### src/rtl/inst_fetch_unit_if.sv
// Fetch unit bus bundle: instruction-memory req/ack channel and decode valid/ready channel.
// The master modport is the fetch unit; the slave side is memory plus decode.
interface inst_fetch_unit_if;
  logic        mem_req_o;
  logic [31:0] mem_addr_o;
  logic        mem_ack_i;
  logic [31:0] mem_rdata_i;
  logic        inst_valid_o;
  logic [31:0] inst_o;
  logic [31:0] inst_pc_o;
  logic        inst_ready_i;

  modport master (
    output mem_req_o, mem_addr_o, inst_valid_o, inst_o, inst_pc_o,
    input  mem_ack_i, mem_rdata_i, inst_ready_i
  );

  modport slave (
    input  mem_req_o, mem_addr_o, inst_valid_o, inst_o, inst_pc_o,
    output mem_ack_i, mem_rdata_i, inst_ready_i
  );
endinterface

### src/rtl/inst_fetch_unit.sv
// Instruction fetch front end: owns the fetch PC, reads words over req/ack, queues them
// with their PCs and hands them to decode over valid/ready; redirects flush the queue.
module inst_fetch_unit #(
  parameter logic [31:0] RESET_PC = 32'h0000_0000,
  parameter int unsigned DEPTH    = 2
) (
  input  logic               clk_i,
  input  logic               rst_i,
  input  logic               start_i,
  input  logic               redirect_i,
  input  logic [31:0]        redirect_pc_i,
  inst_fetch_unit_if.master  bus
);

  localparam int unsigned PW = $clog2(DEPTH);
  localparam int unsigned CW = $clog2(DEPTH + 1);
  localparam logic [CW-1:0] FULL = CW'(DEPTH);

  typedef enum logic [1:0] {IDLE, FETCH, WAIT, DRAIN} state_e;

  state_e        state_q, state_d;
  logic [31:0]   fetch_pc_q, fetch_pc_d;
  logic [31:0]   drain_addr_q, drain_addr_d;
  logic [CW-1:0] count_q, count_d, count_nx;
  logic [PW-1:0] rd_ptr_q, rd_ptr_d;
  logic [PW-1:0] wr_ptr_q, wr_ptr_d;
  logic [31:0]   inst_mem_q [DEPTH];
  logic [31:0]   pc_mem_q   [DEPTH];

  logic        req;
  logic        push_ok, pop_ok;
  logic        flush, push, pop;
  logic        head_vld;
  logic [31:0] redir_pc;

  assign redir_pc = {redirect_pc_i[31:2], 2'b00};
  assign req      = (state_q == FETCH) || (state_q == DRAIN);
  assign push_ok  = (state_q == FETCH) && bus.mem_ack_i;
  assign head_vld = (count_q != '0);
  assign pop_ok   = head_vld && bus.inst_ready_i;
  assign count_nx = count_q + CW'(push_ok) - CW'(pop_ok);

  // A redirect outside IDLE discards whatever push or pop would happen this cycle.
  assign flush = redirect_i && (state_q != IDLE);
  assign push  = push_ok && !flush;
  assign pop   = pop_ok && !flush;

  always_comb begin
    state_d      = state_q;
    fetch_pc_d   = fetch_pc_q;
    drain_addr_d = drain_addr_q;
    case (state_q)
      IDLE: begin
        if (start_i) state_d = FETCH;
      end
      FETCH, WAIT: begin
        if (flush) begin
          fetch_pc_d = redir_pc;
          // An unanswered request must still be completed on the bus before refetching.
          if (req && !bus.mem_ack_i) begin
            state_d      = DRAIN;
            drain_addr_d = fetch_pc_q;
          end else begin
            state_d = FETCH;
          end
        end else begin
          if (push) fetch_pc_d = fetch_pc_q + 32'd4;
          state_d = (count_nx < FULL) ? FETCH : WAIT;
        end
      end
      DRAIN: begin
        if (flush) fetch_pc_d = redir_pc;
        if (bus.mem_ack_i) state_d = FETCH;
      end
      default: state_d = IDLE;
    endcase
  end

  always_comb begin
    count_d  = count_q;
    rd_ptr_d = rd_ptr_q;
    wr_ptr_d = wr_ptr_q;
    if (flush) begin
      count_d  = '0;
      rd_ptr_d = wr_ptr_q;
    end else begin
      count_d = count_nx;
      if (push) wr_ptr_d = wr_ptr_q + PW'(1);
      if (pop)  rd_ptr_d = rd_ptr_q + PW'(1);
    end
  end

  always_ff @(posedge clk_i) begin
    if (rst_i) begin
      state_q    <= IDLE;
      fetch_pc_q <= RESET_PC;
      count_q    <= '0;
      rd_ptr_q   <= '0;
      wr_ptr_q   <= '0;
    end else begin
      state_q    <= state_d;
      fetch_pc_q <= fetch_pc_d;
      count_q    <= count_d;
      rd_ptr_q   <= rd_ptr_d;
      wr_ptr_q   <= wr_ptr_d;
    end
  end

  // Storage is qualified by count_q, so it needs no reset.
  always_ff @(posedge clk_i) begin
    drain_addr_q <= drain_addr_d;
    if (push) begin
      inst_mem_q[wr_ptr_q] <= bus.mem_rdata_i;
      pc_mem_q[wr_ptr_q]   <= fetch_pc_q;
    end
  end

  assign bus.mem_req_o    = req;
  assign bus.mem_addr_o   = (state_q == DRAIN) ? drain_addr_q : fetch_pc_q;
  assign bus.inst_valid_o = head_vld;
  assign bus.inst_o       = head_vld ? inst_mem_q[rd_ptr_q] : '0;
  assign bus.inst_pc_o    = head_vld ? pc_mem_q[rd_ptr_q] : '0;

endmodule
### src/flat_wrapper.sv
// flat-port wrapper written by rule: the top's interface ports become plain ports
module inst_fetch_unit_flat 
#(
  parameter logic [31:0] RESET_PC = 32'h0000_0000,
  parameter int unsigned DEPTH    = 2
)
  (clk_i, rst_i, start_i, redirect_i, redirect_pc_i, bus_mem_req_o, bus_mem_addr_o, bus_inst_valid_o, bus_inst_o, bus_inst_pc_o, bus_mem_ack_i, bus_mem_rdata_i, bus_inst_ready_i);
  inst_fetch_unit_if bus_i ();
  input  logic clk_i;
  input  logic rst_i;
  input  logic start_i;
  input  logic redirect_i;
  input  logic [31:0] redirect_pc_i;
  output wire logic [$bits(bus_i.mem_req_o)-1:0] bus_mem_req_o;
  output wire logic [$bits(bus_i.mem_addr_o)-1:0] bus_mem_addr_o;
  output wire logic [$bits(bus_i.inst_valid_o)-1:0] bus_inst_valid_o;
  output wire logic [$bits(bus_i.inst_o)-1:0] bus_inst_o;
  output wire logic [$bits(bus_i.inst_pc_o)-1:0] bus_inst_pc_o;
  input wire logic [$bits(bus_i.mem_ack_i)-1:0] bus_mem_ack_i;
  input wire logic [$bits(bus_i.mem_rdata_i)-1:0] bus_mem_rdata_i;
  input wire logic [$bits(bus_i.inst_ready_i)-1:0] bus_inst_ready_i;
  assign bus_mem_req_o = bus_i.mem_req_o;
  assign bus_mem_addr_o = bus_i.mem_addr_o;
  assign bus_inst_valid_o = bus_i.inst_valid_o;
  assign bus_inst_o = bus_i.inst_o;
  assign bus_inst_pc_o = bus_i.inst_pc_o;
  assign bus_i.mem_ack_i = bus_mem_ack_i;
  assign bus_i.mem_rdata_i = bus_mem_rdata_i;
  assign bus_i.inst_ready_i = bus_inst_ready_i;
  inst_fetch_unit #(.RESET_PC(RESET_PC), .DEPTH(DEPTH)) u_core (.clk_i(clk_i), .rst_i(rst_i), .start_i(start_i), .redirect_i(redirect_i), .redirect_pc_i(redirect_pc_i), .bus(bus_i));
endmodule
### config.mk
export PLATFORM = sky130hd
export DESIGN_NAME = inst_fetch_unit_flat
export DESIGN_NICKNAME = d
export VERILOG_FILES = /design/src/rtl/inst_fetch_unit_if.sv /design/src/rtl/inst_fetch_unit.sv /design/src/flat_wrapper.sv
export SDC_FILE = /design/constraint.sdc
export NUM_CORES = 1
export LEC_CHECK = 0
export ABC_AREA = 0
export CAP_MARGIN = 20
export CORE_MARGIN = 5
export CORE_UTILIZATION = 40
export CTS_CLUSTER_SIZE = 28
export DETAILED_ROUTE_END_ITERATION = 10
export PLACE_DENSITY_LB_ADDON = 0.05
export SLEW_MARGIN = 20
export SYNTH_ARGS = -nofsm -noshare
export SYNTH_HDL_FRONTEND = slang
export SYNTH_SLANG_ARGS = --single-unit
### constraint.sdc
create_clock -name clk_i -period 3.3 [get_ports clk_i]
set_clock_uncertainty 0.2 [all_clocks]
set_input_delay 0.33 -clock clk_i [delete_from_list [all_inputs] [get_ports clk_i]]
set_output_delay 0.33 -clock clk_i [all_outputs]
set_load 0.01 [all_outputs]
== Word-level counts from Yosys, hierarchy flattened ==
Memories as Yosys holds them, arrays and structs flattened. A register that Yosys moved wholly into a read port is not among the register bits.
Index checks and enable logic that the tools add are counted.
W data, S select, Z words.
Storage, ports and cells
  register bits: 70
  latch bits: 0
  bits in writable memories: 128
  memory bits (read-only): 0
  bits of input ports: 70
  output and inout bits: 98
  word-level logic and storage cells: 63
  memories kept: 2
Cells by class
  add/sub/neg operators: 5
  multipliers: 0
  divide/modulo/power cells: 0
  $lt $le $gt $ge: 1
  eq/ne operators: 7
  shift-type cells: 0
  mux-type cells: 21
  bitwise operators: 1
  reduce and logical (&&, ||, !) cells: 20
Memory list
  u_core.inst_mem_q: depth 2, bits a word 32, read ports 1, clocked after Yosys merged registers in 1, wr ports 1, line inst_fetch_unit.sv:27  | logic [31:0] inst_mem_q [DEPTH];
  u_core.pc_mem_q: depth 2, bits a word 32, read ports 1, clocked after Yosys merged registers in 1, wr ports 1, line inst_fetch_unit.sv:28  | logic [31:0] pc_mem_q [DEPTH];
Operator list (number)
  $mux W32: 6
  $pmux W32 S2: 1
  $add A32 B3 Y32 const B: 1
  $mux W2: 5
  $mux W1: 8
  $reduce_bool A2 Y1: 4
  $logic_and A1 B1 Y1: 6
  $pmux W2 S3: 1
  $reduce_and A3 Y1: 2
  $eq A2 B2 Y1 const B: 2
  $ne A2 B2 Y1 const B: 2
  $reduce_and A2 Y1: 2
  $reduce_or A2 Y1: 2
  $ne A3 B1 Y1 const B: 1
  $add A1 B1 Y1 const B: 2
  $add A2 B1 Y2: 1
  $eq A2 B1 Y1 const B: 1
  $logic_not A1 Y1: 2
  $logic_not A2 Y1: 1
  $lt A2 B2 Y1 const B: 1
  $ne A2 B1 Y1 const B: 1
  $sub A2 B1 Y2: 1
  $logic_or A1 B1 Y1: 1
  $not A1 Y1: 1

== Depth between registers and ports, before layout ==
Gate-level depths: netlist (run 1).
  depth in word-level cells: 8
  depth in mapped cells: 11
  depth with buffers taken out: 11

== Worst setup path after synthesis (run 1) ==
Ideal clock, no wire load.
  path kind: reg-to-reg
  start point: register u_core.state_q[0]
  end point: memory u_core.inst_mem_q[0][0] (enable)
  library setup time: 0.416 ns
  arrival: 2.524 ns
  data required time: 2.684 ns
  path slack: 0.160 ns
  cell stages (with the launch flop): 8
  cells stage by stage: dfxtp_1 inv_1 ha_1 nor2b_1 buf_2 clkbuf_1 or3_1 inv_1
On the way
  longest elaborated chain between the ends: 6
  elaborated cells between the ends (all ways): 8
  classes of those cells: eq/ne (1); mux (2); reduce/logical (5)
Ends and longest elaborated chain
  from (decl): line inst_fetch_unit.sv:21  | state_e state_q, state_d;
  from (signal assigned): line inst_fetch_unit.sv:101  | state_q <= state_d;
  $reduce_bool A2 Y1: line inst_fetch_unit.sv:44  | assign flush = redirect_i && (state_q != IDLE);
  $logic_and A1 B1 Y1: line inst_fetch_unit.sv:44
  $logic_not A1 Y1: line inst_fetch_unit.sv:45  | assign push = push_ok && !flush;
  $logic_and A1 B1 Y1 (*): line inst_fetch_unit.sv:45
  $mux W1 (*): line inst_fetch_unit.sv:112  | if (push) begin
  $mux W1 (not written as such) (*): line inst_fetch_unit.sv:113  | inst_mem_q[wr_ptr_q] <= bus.mem_rdata_i;
  to (decl): line inst_fetch_unit.sv:27
Mark *: on every way between the ends. The rest lies on a longest branch, timed or not.

== Final worst setup path (run 1) ==
  start point: register u_core.state_q[0]
  end point: output port bus_mem_addr_o[6]
On the way
  longest elaborated chain between the ends: 2
Ends and longest elaborated chain
  $eq A2 B2 Y1: line inst_fetch_unit.sv:119  | assign bus.mem_addr_o = (state_q == DRAIN) ? drain_addr_q : fetch_pc_q;
  $mux W32: line inst_fetch_unit.sv:119
  to (decl): line flat_wrapper.sv:15  | output wire logic [$bits(bus_i.mem_addr_o)-1:0] bus_mem_addr_o;
No other way between the ends.

==> summary.txt, run 1 <==
Clk Latency, worst-skew pair = 430 ps
Launching element type of the critical path = flop
Hold Violations, Final = 0
Run status = finished, final reports clean
Minimum period implied by the final worst setup slack = 2940 ps
Total via count after detailed routing = 5751
Via count of the first global-routing pass = 5765
Synth async-reset ratio = 0%
Register area share after synthesis = 64.5%
Synthesized area per cell = 13.1 um2
TritonCTS clock tree = built
Share of the core filled with cells = 53.4%
Launch point of the worst hold path = bus_mem_rdata_i[17]
Fillcell total = 1699
Data required time at the worst endpoint = 2770 ps
RSZ-0062 raised after global routing = no
Worst Reg2Reg Path Length in Cells = 8
RePlAce Congestion = 0.790
Count of flip-flops with a built-in enable after synthesis = 154
First-pass GRT wire length = 31700 um
Core footprint = 20400 um2
Count of yosys warnings during synthesis = 0
Synth cell types = 61
Post-Route WL = 20400 um
Worst min-delay path endpoint = u_core.inst_mem_q[0][17]$_DFFE_PP_
Peak supply drop = 0.000405 V
Endpoint class of the critical path = output pin
Leak pwr = 0.00372 uW
Final-layout setup total negative slack = 0 ps
Type of the worst min-delay path = input pin to flop
Effective utilization at floorplan = 40.9%
Clock root buffer = clkbuf_16
Average wire per cell in the routed design = 18.8 um
Count of buffers inserted at the top-level ports = 161
Pwr/cell area = 732 nW/um2
HPWL reported at the end of detailed placement = 13400 um
Maximum clock frequency = 341 MHz
Share of the clock period used by the worst path after layout = 88.9%
Setup slack after layout = 365 ps
Placement row count = 52
Initial antenna violation count = 0
RR Endpoint = u_core.fetch_pc_q[5]$_SDFFE_PP0P_
Transition time at the pin with the least slew margin = 703 ps
Initial DRC count = 413
Post-Syn Area = 8320 um2
Largest fanout on the critical path = 24
Hold Worst Slack = 278 ps
DRC Markers = 0
Clock Path Buffers = 2
Overall global routing resource usage = 17.0%
Final setup violating endpoints = 0
Arr. time, crit path = 2410 ps
Count of maximum capacitance violations = 0
Register-to-register path setup slack = 600 ps
ANT nets after route = 0
Die Area = 23800 um2
Synthesis-to-layout area growth = 30.8%
Number of sinks on the clock net = 191
First-pass iteration count of the detailed router = 4
Clock buffer count from CTS = 17
Post-synthesis register bit count = 191
Number of H-tree levels = 4
Final count of pins violating max slew = 0
Postcts setup bufs = 0
Hold Path Cell Cnt = 1
Global-route congestion overflow total = 0
Horiz. Die Dim = 154 um
Instance count of the mapped netlist = 634
Overall power of the completed layout = 7960 uW
Pin count of the biggest net entering global routing = 63
Source of the worst register-to-register timing path = u_core.state_q[0]$_SDFFE_PP0P_
Final nets = 875
Die Y = 154 um
Antenna diode count = 0
Layout cell share with drive strength beyond 1 = 12.2%
Start-to-end type of the worst setup path = flop to output pin
Via count normalized by instance count = 5.32
Clock input transition at the sequential cells of the worst setup and hold paths = 70 ps
Boundary Pins = 168
Most used flip-flop cell after synthesis = edfxtp_1
Normalized max-slew margin = 53.1%
Pre-CTS setup slack = 462 ps
## final cells by class
class	instances	area, um2	share of cell area [%]
inverters	11	41.3	0.379
clock buffers	19	433	3.98
flip-flops and latches	191	5370	49.3
multi-input cells	393	2760	25.3
well taps	270	338	3.10
repair buffers	185	1840	16.9
clock inverters	13	106	0.977
## critical path, cell delays in order (launching register included)
cell and delay [ps]:
dfxtp_1 430, ha_4 400, buf_4 300, mux2_2 370, clkdlybuf4s50_1 480
## power by group
| group | switching, uW | leakage (uW) | internal [uW] |
|---|---|---|---|
| Sequential | 248 | 0.00173 | 2910 |
| Clock | 926 | 0.000251 | 980 |
| Combinational | 1450 | 0.00174 | 1460 |
## metal layers
metal	wire length [um]	track usage [%]	vias to the layer above	share of wire (%)
met3	1060	3.27	24	5.2
met5	0	0	-	0
met4	357	5.63	0	1.8
li1	-	-	2727	-
met2	10100	27.9	200	50
met1	8850	22.8	2800	43
## flip-flops by register name, indices dropped and copies added, names as in the netlist, named ones only
register and count:
u_core.count_q 2, u_core.drain_addr_q 30, u_core.fetch_pc_q 30, u_core.inst_mem_q 64
u_core.pc_mem_q 60, u_core.rd_ptr_q 1, u_core.state_q 2, u_core.wr_ptr_q 1
## per-stage QoR
step | cells | area [um2]
2_1_floorplan | 637 | 8330
3_3_place_gp | 1050 | 10300
3_5_place_dp | 1050 | 10300
4_1_cts | 1082 | 10900
5_1_grt | 1082 | 10900
6_report | 1082 | 10900
## worst max path at each step
stage	from	to	slack, ps
after detailed placement	redirect_i	u_core.fetch_pc_q[5]$_SDFFE_PP0P_	460
after global routing	u_core.state_q[0]$_SDFFE_PP0P_	bus_mem_addr_o[4]	230
after global placement	redirect_i	u_core.fetch_pc_q[8]$_SDFFE_PP0P_	480
final	u_core.state_q[0]$_SDFFE_PP0P_	bus_mem_addr_o[6]	360
after CTS	u_core.state_q[0]$_SDFFE_PP0P_	bus_mem_addr_o[6]	100
after floorplan	u_core.state_q[0]$_SDFFE_PP0P_	u_core.inst_mem_q[0][0]$_DFFE_PP_	160
## cells in the final DEF (no fill, tap or decap), types with 5 or more instances in the layout
cell type,Yosys,final
clkdlybuf4s50_1,0,161
edfxtp_1,154,154
nor2_1,90,89
mux2i_1,63,63
dfxtp_1,37,36
mux2_2,30,30
buf_4,6,20
a21oi_1,18,18
nand2_1,17,17
clkbuf_16,0,17
o21ai_0,16,16
nor3_1,16,16
nand3_1,13,13
and3_1,13,12
inv_1,11,10
nand4_1,10,10
a22oi_1,9,9
a211oi_1,7,7
nand2b_1,5,5
ha_1,6,5
## cell usage after synthesis (3+ instances only)
| library cell | n | area share (%) |
|---|---|---|
| a22o_1 | 3 | 0.32 |
| o31ai_1 | 4 | 0.36 |
| mux2_2 | 30 | 4.1 |
| ha_1 | 6 | 0.90 |
| and2_1 | 4 | 0.30 |
| nor2_1 | 90 | 4.1 |
| a21oi_1 | 18 | 1.1 |
| inv_1 | 11 | 0.50 |
| buf_4 | 6 | 0.54 |
| nor4_1 | 3 | 0.23 |
| edfxtp_1 | 154 | 56 |
| dfxtp_1 | 37 | 8.9 |
| o211ai_1 | 4 | 0.36 |
| o21ai_0 | 16 | 0.96 |
| or3_1 | 4 | 0.30 |
| a22oi_1 | 9 | 0.81 |
| o32ai_1 | 3 | 0.32 |
| nor2b_1 | 3 | 0.23 |
| and3_1 | 13 | 0.98 |
| buf_2 | 12 | 0.72 |
| nand2b_1 | 5 | 0.38 |
| a211oi_1 | 7 | 0.63 |
| mux2i_1 | 63 | 7.6 |
| a32oi_1 | 4 | 0.42 |
| nor3_1 | 16 | 0.96 |
| a311oi_1 | 4 | 0.42 |
| nand2_1 | 17 | 0.77 |
| nand3_1 | 13 | 0.78 |
| nand4_1 | 10 | 0.75 |
| clkbuf_1 | 20 | 0.90 |
| a31o_2 | 3 | 0.32 |
## kinds of logic (layout without fill, tap and decap cells)
kind of cell               count (synthesis)  in the layout  synth area share [%]
muxes                                     93             93                  11.6
other                                      1              4                0.0451
and+or+nand+nor                          191            191                  11.5
buffers and inverters                     53            228                  2.95
adders and majority gates                  6              6                 0.902
xor gates and xnor gates                   3              3                 0.316
AOI/OAI and AO/OA                         96             96                  8.21
DFF                                      191            191                  64.5
## repair_timing
action | CTS | global route
hold buffers | 0 | 0
endpoints found under the setup margin | 0 | 1
gates resized for setup | 0 | 1
Note: power is estimated with default switching activity, not from simulation.
==> inputs of run 2 (changes only) <==
Settings changed: HOLD_SLACK_MARGIN set to 0.12.
Clock period 3.3 ns to 2.65 ns, I/O delays scaled along.
==> run 2 against run 1 <==
Effect of this change: worst hold slack lost 69 ps; die area did not move; clock-buffer cell count is 2 lower; critical path type unchanged; largest power group unchanged.
==> summary.txt, run 2 (synthesized netlist as in run 1, its figures left out) <==
RSZ-0062 raised after global routing = no
Antenna diode count = 0 (unchanged)
Layout cell share with drive strength beyond 1 = 15.3% (+3.1 points)
Most frequent cells in the layout = clkdlybuf4s50_1 (161), edfxtp_1 (154), nor2_1 (89), mux2i_1 (63), buf_4 (37)
Hold Violations, Final = 0 (unchanged)
Endpoint class of the critical path = output pin
DRC Markers = 0 (unchanged)
Most common cell after layout, fill and taps aside = clkdlybuf4s50_1
Global-route congestion overflow total = 0 (unchanged)
Data required time at the worst endpoint = 2180 ps (-590 ps)
Arr. time, crit path = 2120 ps (-290 ps)
Delay contributed by the slowest stage of the critical path = 490 ps (about the same)
Initial DRC count = 430 (+4.1%)
Effective utilization at floorplan = 40.9% (unchanged)
Register with the most flip-flops = u_core.inst_mem_q
Largest fanout on the critical path = 23 (-4.2%)
Number of sinks on the clock net = 191 (unchanged)
Clk Latency, worst-skew pair = 430 ps (about the same)
Number of H-tree levels = 4 (unchanged)
Final count of pins violating max slew = 0 (unchanged)
Number of flip-flops under the largest register name = 64 (unchanged)
Via count of the first global-routing pass = 5969 (+3.5%)
Minimum period implied by the final worst setup slack = 2580 ps
Synthesis-to-layout area growth = 35.0%
Cell-by-cell listing of the critical path = ha_4 -> buf_12 -> mux2_2 -> clkdlybuf4s50_1
Type of the worst min-delay path = input pin to flop
Leak pwr = 0.00390 uW (+5.0%)
Peak supply drop = 0.000485 V (+20%)
Die Y = 154 um (unchanged)
Pwr/cell area = 917 nW/um2 (+25%)
Hold bufs inserted after CTS = 0 (unchanged)
HPWL reported at the end of detailed placement = 14600 um (+8.6%)
Initial antenna violation count = 0 (unchanged)
Total via count after detailed routing = 5868 (+2.0%)
Normalized max-slew margin = 62.8% (+9.6 points)
Placement row count = 52 (unchanged)
Count of maximum capacitance violations = 0 (unchanged)
Horiz. Die Dim = 154 um (unchanged)
Clock buffer count from CTS = 17 (unchanged)
Final-layout setup total negative slack = 0 ps (unchanged)
Final setup violating endpoints = 0 (unchanged)
Clock input transition at the sequential cells of the worst setup and hold paths = 70 ps (about the same)
Via count normalized by instance count = 5.30 (-0.27%)
Maximum clock frequency = 387 MHz
ANT nets after route = 0 (unchanged)
First-pass GRT wire length = 32600 um (+2.6%)
Slowest cell on crit path = clkdlybuf4s50_1
Transition time at the pin with the least slew margin = 554 ps (-149 ps)
Core footprint = 20400 um2 (unchanged)
Boundary Pins = 168 (unchanged)
Overall global routing resource usage = 17.4% (+0.39 points)
Overall power of the completed layout = 10300 uW (+29%)
Run status = finished, final reports clean
TritonCTS clock tree = built
Start-to-end type of the worst setup path = flop to output pin
Clock root buffer = clkbuf_16
Registers with the most flip-flops = u_core.inst_mem_q x64, u_core.pc_mem_q x60
RePlAce Congestion = 0.882 (+12%)
Launching element type of the critical path = flop
First-pass iteration count of the detailed router = 6 (+2)
Die Area = 23800 um2 (unchanged)
Share of the clock period used by the worst path after layout = 97.5%
Clock Path Buffers = 2 (unchanged)
Final nets = 900 (+2.9%)
Pin count of the biggest net entering global routing = 63 (unchanged)
Count of buffers inserted at the top-level ports = 161 (unchanged)
Post-Route WL = 20800 um (+2.2%)
Average wire per cell in the routed design = 18.8 um (-0.15%)
run 2: report_power, final:
part / total, uW / switching, uW / internal (uW)
clock network: 2600 / 1180 / 1420
logic: 3800 / 1870 / 1930
registers: 3900 / 279 / 3620
total: 10300 / 3330 / 6970
run 2: worst max-delay path: cells and delay by family, from the launching register on:
family | cells | cell delay, ps
fa+ha+maj | 1 | 210
buf+inv | 2 | 670
flops | 1 | 440
mux | 1 | 360
run 2: metal layers:
layer | GRT usage, % | share of wire, % | vias up
met5 | 0 | 0 | -
met4 | 5.42 | 1.7 | 0
met3 | 4.44 | 6.5 | 26
met2 | 28.4 | 48 | 236
met1 | 22.8 | 44 | 2833
li1 | - | - | 2773
run 2: stage by stage:
stage	area (um2)	util [%]	worst slack (ps)	std cells	hold WS [ps]
floorplan	8360	-	11.3	637	164
global placement	10600	52.1	170	1073	275
detailed placement	10600	52.1	106	1073	292
CTS	11200	55.1	14.6	1107	195
global route	11200	55.2	4.73	1107	187
finish	11200	55.2	65.1	1107	209
run 2: area by class of cell:
| type | instances | area, um2 |
|---|---|---|
| clock inverters | 15 | 174 |
| flip-flops and latches | 191 | 5370 |
| multi-input cells | 393 | 2760 |
| well taps | 270 | 338 |
| fillers | 1709 | 9130 |
| inverters | 11 | 45.0 |
| repair buffers | 210 | 2120 |
| clock buffers | 17 | 425 |
run 2: path summary, 6_finish.rpt:
path	start	endpoint	slack (ps)	depth (start not counted)
setup / recovery	u_core.state_q[0]$_SDFFE_PP0P_	bus_mem_addr_o[13]	70	4
hold / removal	redirect_pc_i[3]	u_core.fetch_pc_q[3]$_SDFFE_PP0P_	210	3
setup reg to reg	u_core.state_q[0]$_SDFFE_PP0P_	u_core.fetch_pc_q[26]$_SDFFE_PP0P_	130	7
hold reg to reg	u_core.wr_ptr_q$_SDFFE_PP0P_	u_core.wr_ptr_q$_SDFFE_PP0P_	340	2
run 2: timing repair:
| item | in CTS | in global routing |
|---|---|---|
| pin swaps | 1 | 0 |
| setup buffers | 2 | 0 |
| setup endpoints to repair | 24 | 62 |
| resized for setup | 1 | 2 |
==> inputs of run 3 (changes only) <==
Settings changed: CORE_UTILIZATION 40 to 30.
==> run 3 against run 2 <==
Effect of this change: design area grew 0.46%; critical path depth did not move; fmax rose by 0.19%; first-iteration DRC count decreased by 19%; utilization down 14 points; worst hold slack improved by 12 ps; sequential share of layout area is 0.20 points lower; routed wire length increased by 7.7%; clock-buffer cell count increased by 3; critical endpoint is now bus_mem_addr_o[15]; die area rose by 31%.
==> summary.txt, run 3 (synthesized netlist as in run 1, its figures left out) <==
Cell area after layout = 11300 um2 (+0.46%)
Clock input transition at the sequential cells of the worst setup and hold paths = 70 ps (about the same)
Number of sinks on the clock net = 191 (unchanged)
HPWL reported at the end of detailed placement = 15000 um (+2.7%)
Peak supply drop = 0.000741 V (+53%)
Boundary Pins = 168 (unchanged)
Fillcell total = 2620 (+53%)
Placement row count = 61 (+17%)
Effective utilization at floorplan = 30.2% (-11 points)
Count of maximum capacitance violations = 0 (unchanged)
Normalized max-slew margin = 65.6% (+2.8 points)
RePlAce Congestion = 0.800 (-9.3%)
First-pass GRT wire length = 34300 um (+5.3%)
Final count of pins violating max slew = 0 (unchanged)
Pwr/cell area = 913 nW/um2 (-0.48%)
Clock Path Buffers = 2 (unchanged)
Largest fanout on the critical path = 17 (-26%)
First-pass iteration count of the detailed router = 4 (-2)
Clock buffer count from CTS = 17 (unchanged)
DRC Markers = 0 (unchanged)
RSZ-0062 raised after global routing = yes
Average wire per cell in the routed design = 18.6 um (-1.2%)
Final setup violating endpoints = 0 (unchanged)
Registers with the most flip-flops = u_core.inst_mem_q x64, u_core.pc_mem_q x60
Final nets = 892 (-0.89%)
Transition time at the pin with the least slew margin = 512 ps (-41.9 ps)
Internal Pwr Total = 6910 uW (-0.83%)
ANT nets after route = 0 (unchanged)
Run status = finished, final reports clean
Initial DRC count = 348 (-19%)
Clock root buffer = clkbuf_16
Clock share of power = 25.3% (about the same)
Pin count of the biggest net entering global routing = 63 (unchanged)
Endpoint class of the critical path = output pin
Multi-input logic area = 2760 um2 (unchanged)
Post-Route WL = 22400 um (+7.7%)
Pre-CTS setup slack = 144 ps (+37.5 ps)
Synthesis-to-layout area growth = 35.6%
TritonCTS clock tree = built
Antenna diode count = 0 (unchanged)
Die Area = 31200 um2 (+31%)
Core footprint = 27600 um2 (+35%)
Worst Reg2Reg Path Length in Cells = 7 (unchanged)
Type of the worst min-delay path = input pin to flop
Top metal layer carrying routed signals = met4
Sequential cell area = 5370 um2 (about the same)
NetSw = 3390 uW (+1.7%)
Most frequent cells in the layout = clkdlybuf4s50_1 (156), edfxtp_1 (154), nor2_1 (89), mux2i_1 (63), dfxtp_1 (34)
Number of flip-flops under the largest register name = 64 (unchanged)
Total via count after detailed routing = 5823 (-0.77%)
Start-to-end type of the worst setup path = flop to output pin
Routed wire length on met3 = 993 um (-27%)
Die Y = 177 um (+14%)
Launching element type of the critical path = flop
Met1 wire length = 10100 um (+11%)
Length of routed met2 wiring = 11000 um (+10%)
Number of H-tree levels = 4 (unchanged)
Horiz. Die Dim = 177 um (+14%)
Leak pwr = 0.00395 uW (+1.2%)
Global-route congestion overflow total = 0 (unchanged)
Via count of the first global-routing pass = 6069 (+1.7%)
Hold Violations, Final = 0 (unchanged)
Postcts setup bufs = 0 (-2)
Share of the clock period used by the worst path after layout = 97.4% (-0.19 points)
Register with the most flip-flops = u_core.inst_mem_q
Minimum period implied by the final worst setup slack = 2580 ps (-4.91 ps)
Data required time at the worst endpoint = 2180 ps (about the same)
Arr. time, crit path = 2120 ps (about the same)
Setup slack after layout = 70.0 ps (+4.91 ps)
Share of total power consumed by net switching = 32.9% (+0.55 points)
Placement Cell Area = 10600 um2 (+0.32%)
Via count normalized by instance count = 4.82 (-9.0%)
Most common cell after layout, fill and taps aside = clkdlybuf4s50_1
Initial antenna violation count = 0 (unchanged)
Hold Path Cell Cnt = 1 (-2)
Layout cell share with drive strength beyond 1 = 14.7% (-0.58 points)
Count of buffers inserted at the top-level ports = 161 (unchanged)
Maximum clock frequency = 388 MHz (+0.19%)
Overall global routing resource usage = 14.3% (-3.1 points)
Sequential Power Share = 37.3% (-0.5 points)
Clk Latency, worst-skew pair = 420 ps (about the same)
Logic pwr share = 37.5% (+0.6 points)
run 3: cell count changes in the layout (fill, tap and decap cells not counted), sizes merged:
cell and change:
clkinv -3, bufinv -1, clkbuf +3, clkdlybuf4s50 -5, dlymetal6s2s +5, clkinvlp -1
buf -8, inv +2
run 3: layout make-up:
cell class,count,area share [%]
tap,378,4.19
timing repair buffer,202,18.1
inverter,11,0.399
clock inverter,12,1.19
multi-input combinational,393,24.5
clock buffer,20,4.05
sequential,191,47.6
run 3: through the flow:
step	cells	utilization [%]	setup TNS [ps]	total power [uW]	hold WS, ps
3_5_place_dp	1174	38.6	0	7850	299
4_1_cts	1207	40.9	0	10500	199
5_1_grt	1207	41.0	-4.87	10900	189
6_report	1207	41.0	0	10300	222
3_3_place_gp	1174	38.6	0	7780	278
2_1_floorplan	637	-	0	5830	164
run 3: critical path, cell delays in order (launching register included):
cell and delay [ps]:
dfxtp_2 390, ha_4 240, buf_12 190, mux2_2 350, clkdlybuf4s50_1 520
run 3: what timing repair did:
action                                  in CTS  in global routing
gates cloned                                 1                  0
hold buffers                                 0                  0
resized for setup                            4                  7
pin swaps                                    1                  1
endpoints found under the setup margin      30                  3
run 3: final timing paths:
kind	from	end	slack, ps
min	bus_mem_rdata_i[4]	u_core.inst_mem_q[0][4]$_DFFE_PP_	220
max reg2reg	u_core.state_q[0]$_SDFFE_PP0P_	u_core.fetch_pc_q[26]$_SDFFE_PP0P_	170
min reg2reg	u_core.state_q[1]$_SDFFE_PP0P_	u_core.state_q[1]$_SDFFE_PP0P_	310
max	u_core.state_q[0]$_SDFFE_PP0P_	bus_mem_addr_o[15]	70
run 3: routing by layer:
layer,vias to the layer above,global-route usage [%]
met4,0,4.00
met2,156,24.3
met3,16,3.02
li1,2767,-
met5,-,0
met1,2884,18.5
run 3: power by group through the flow:
stage          Combinational (uW)  Clock (uW)  Sequential, uW
6_report                     3860        2600            3840
2_1_floorplan                1990           0            3840
4_1_cts                      3970        2700            3840
5_1_grt                      4190        2820            3870
3_3_place_gp                 3890           0            3890
3_5_place_dp                 3940           0            3900
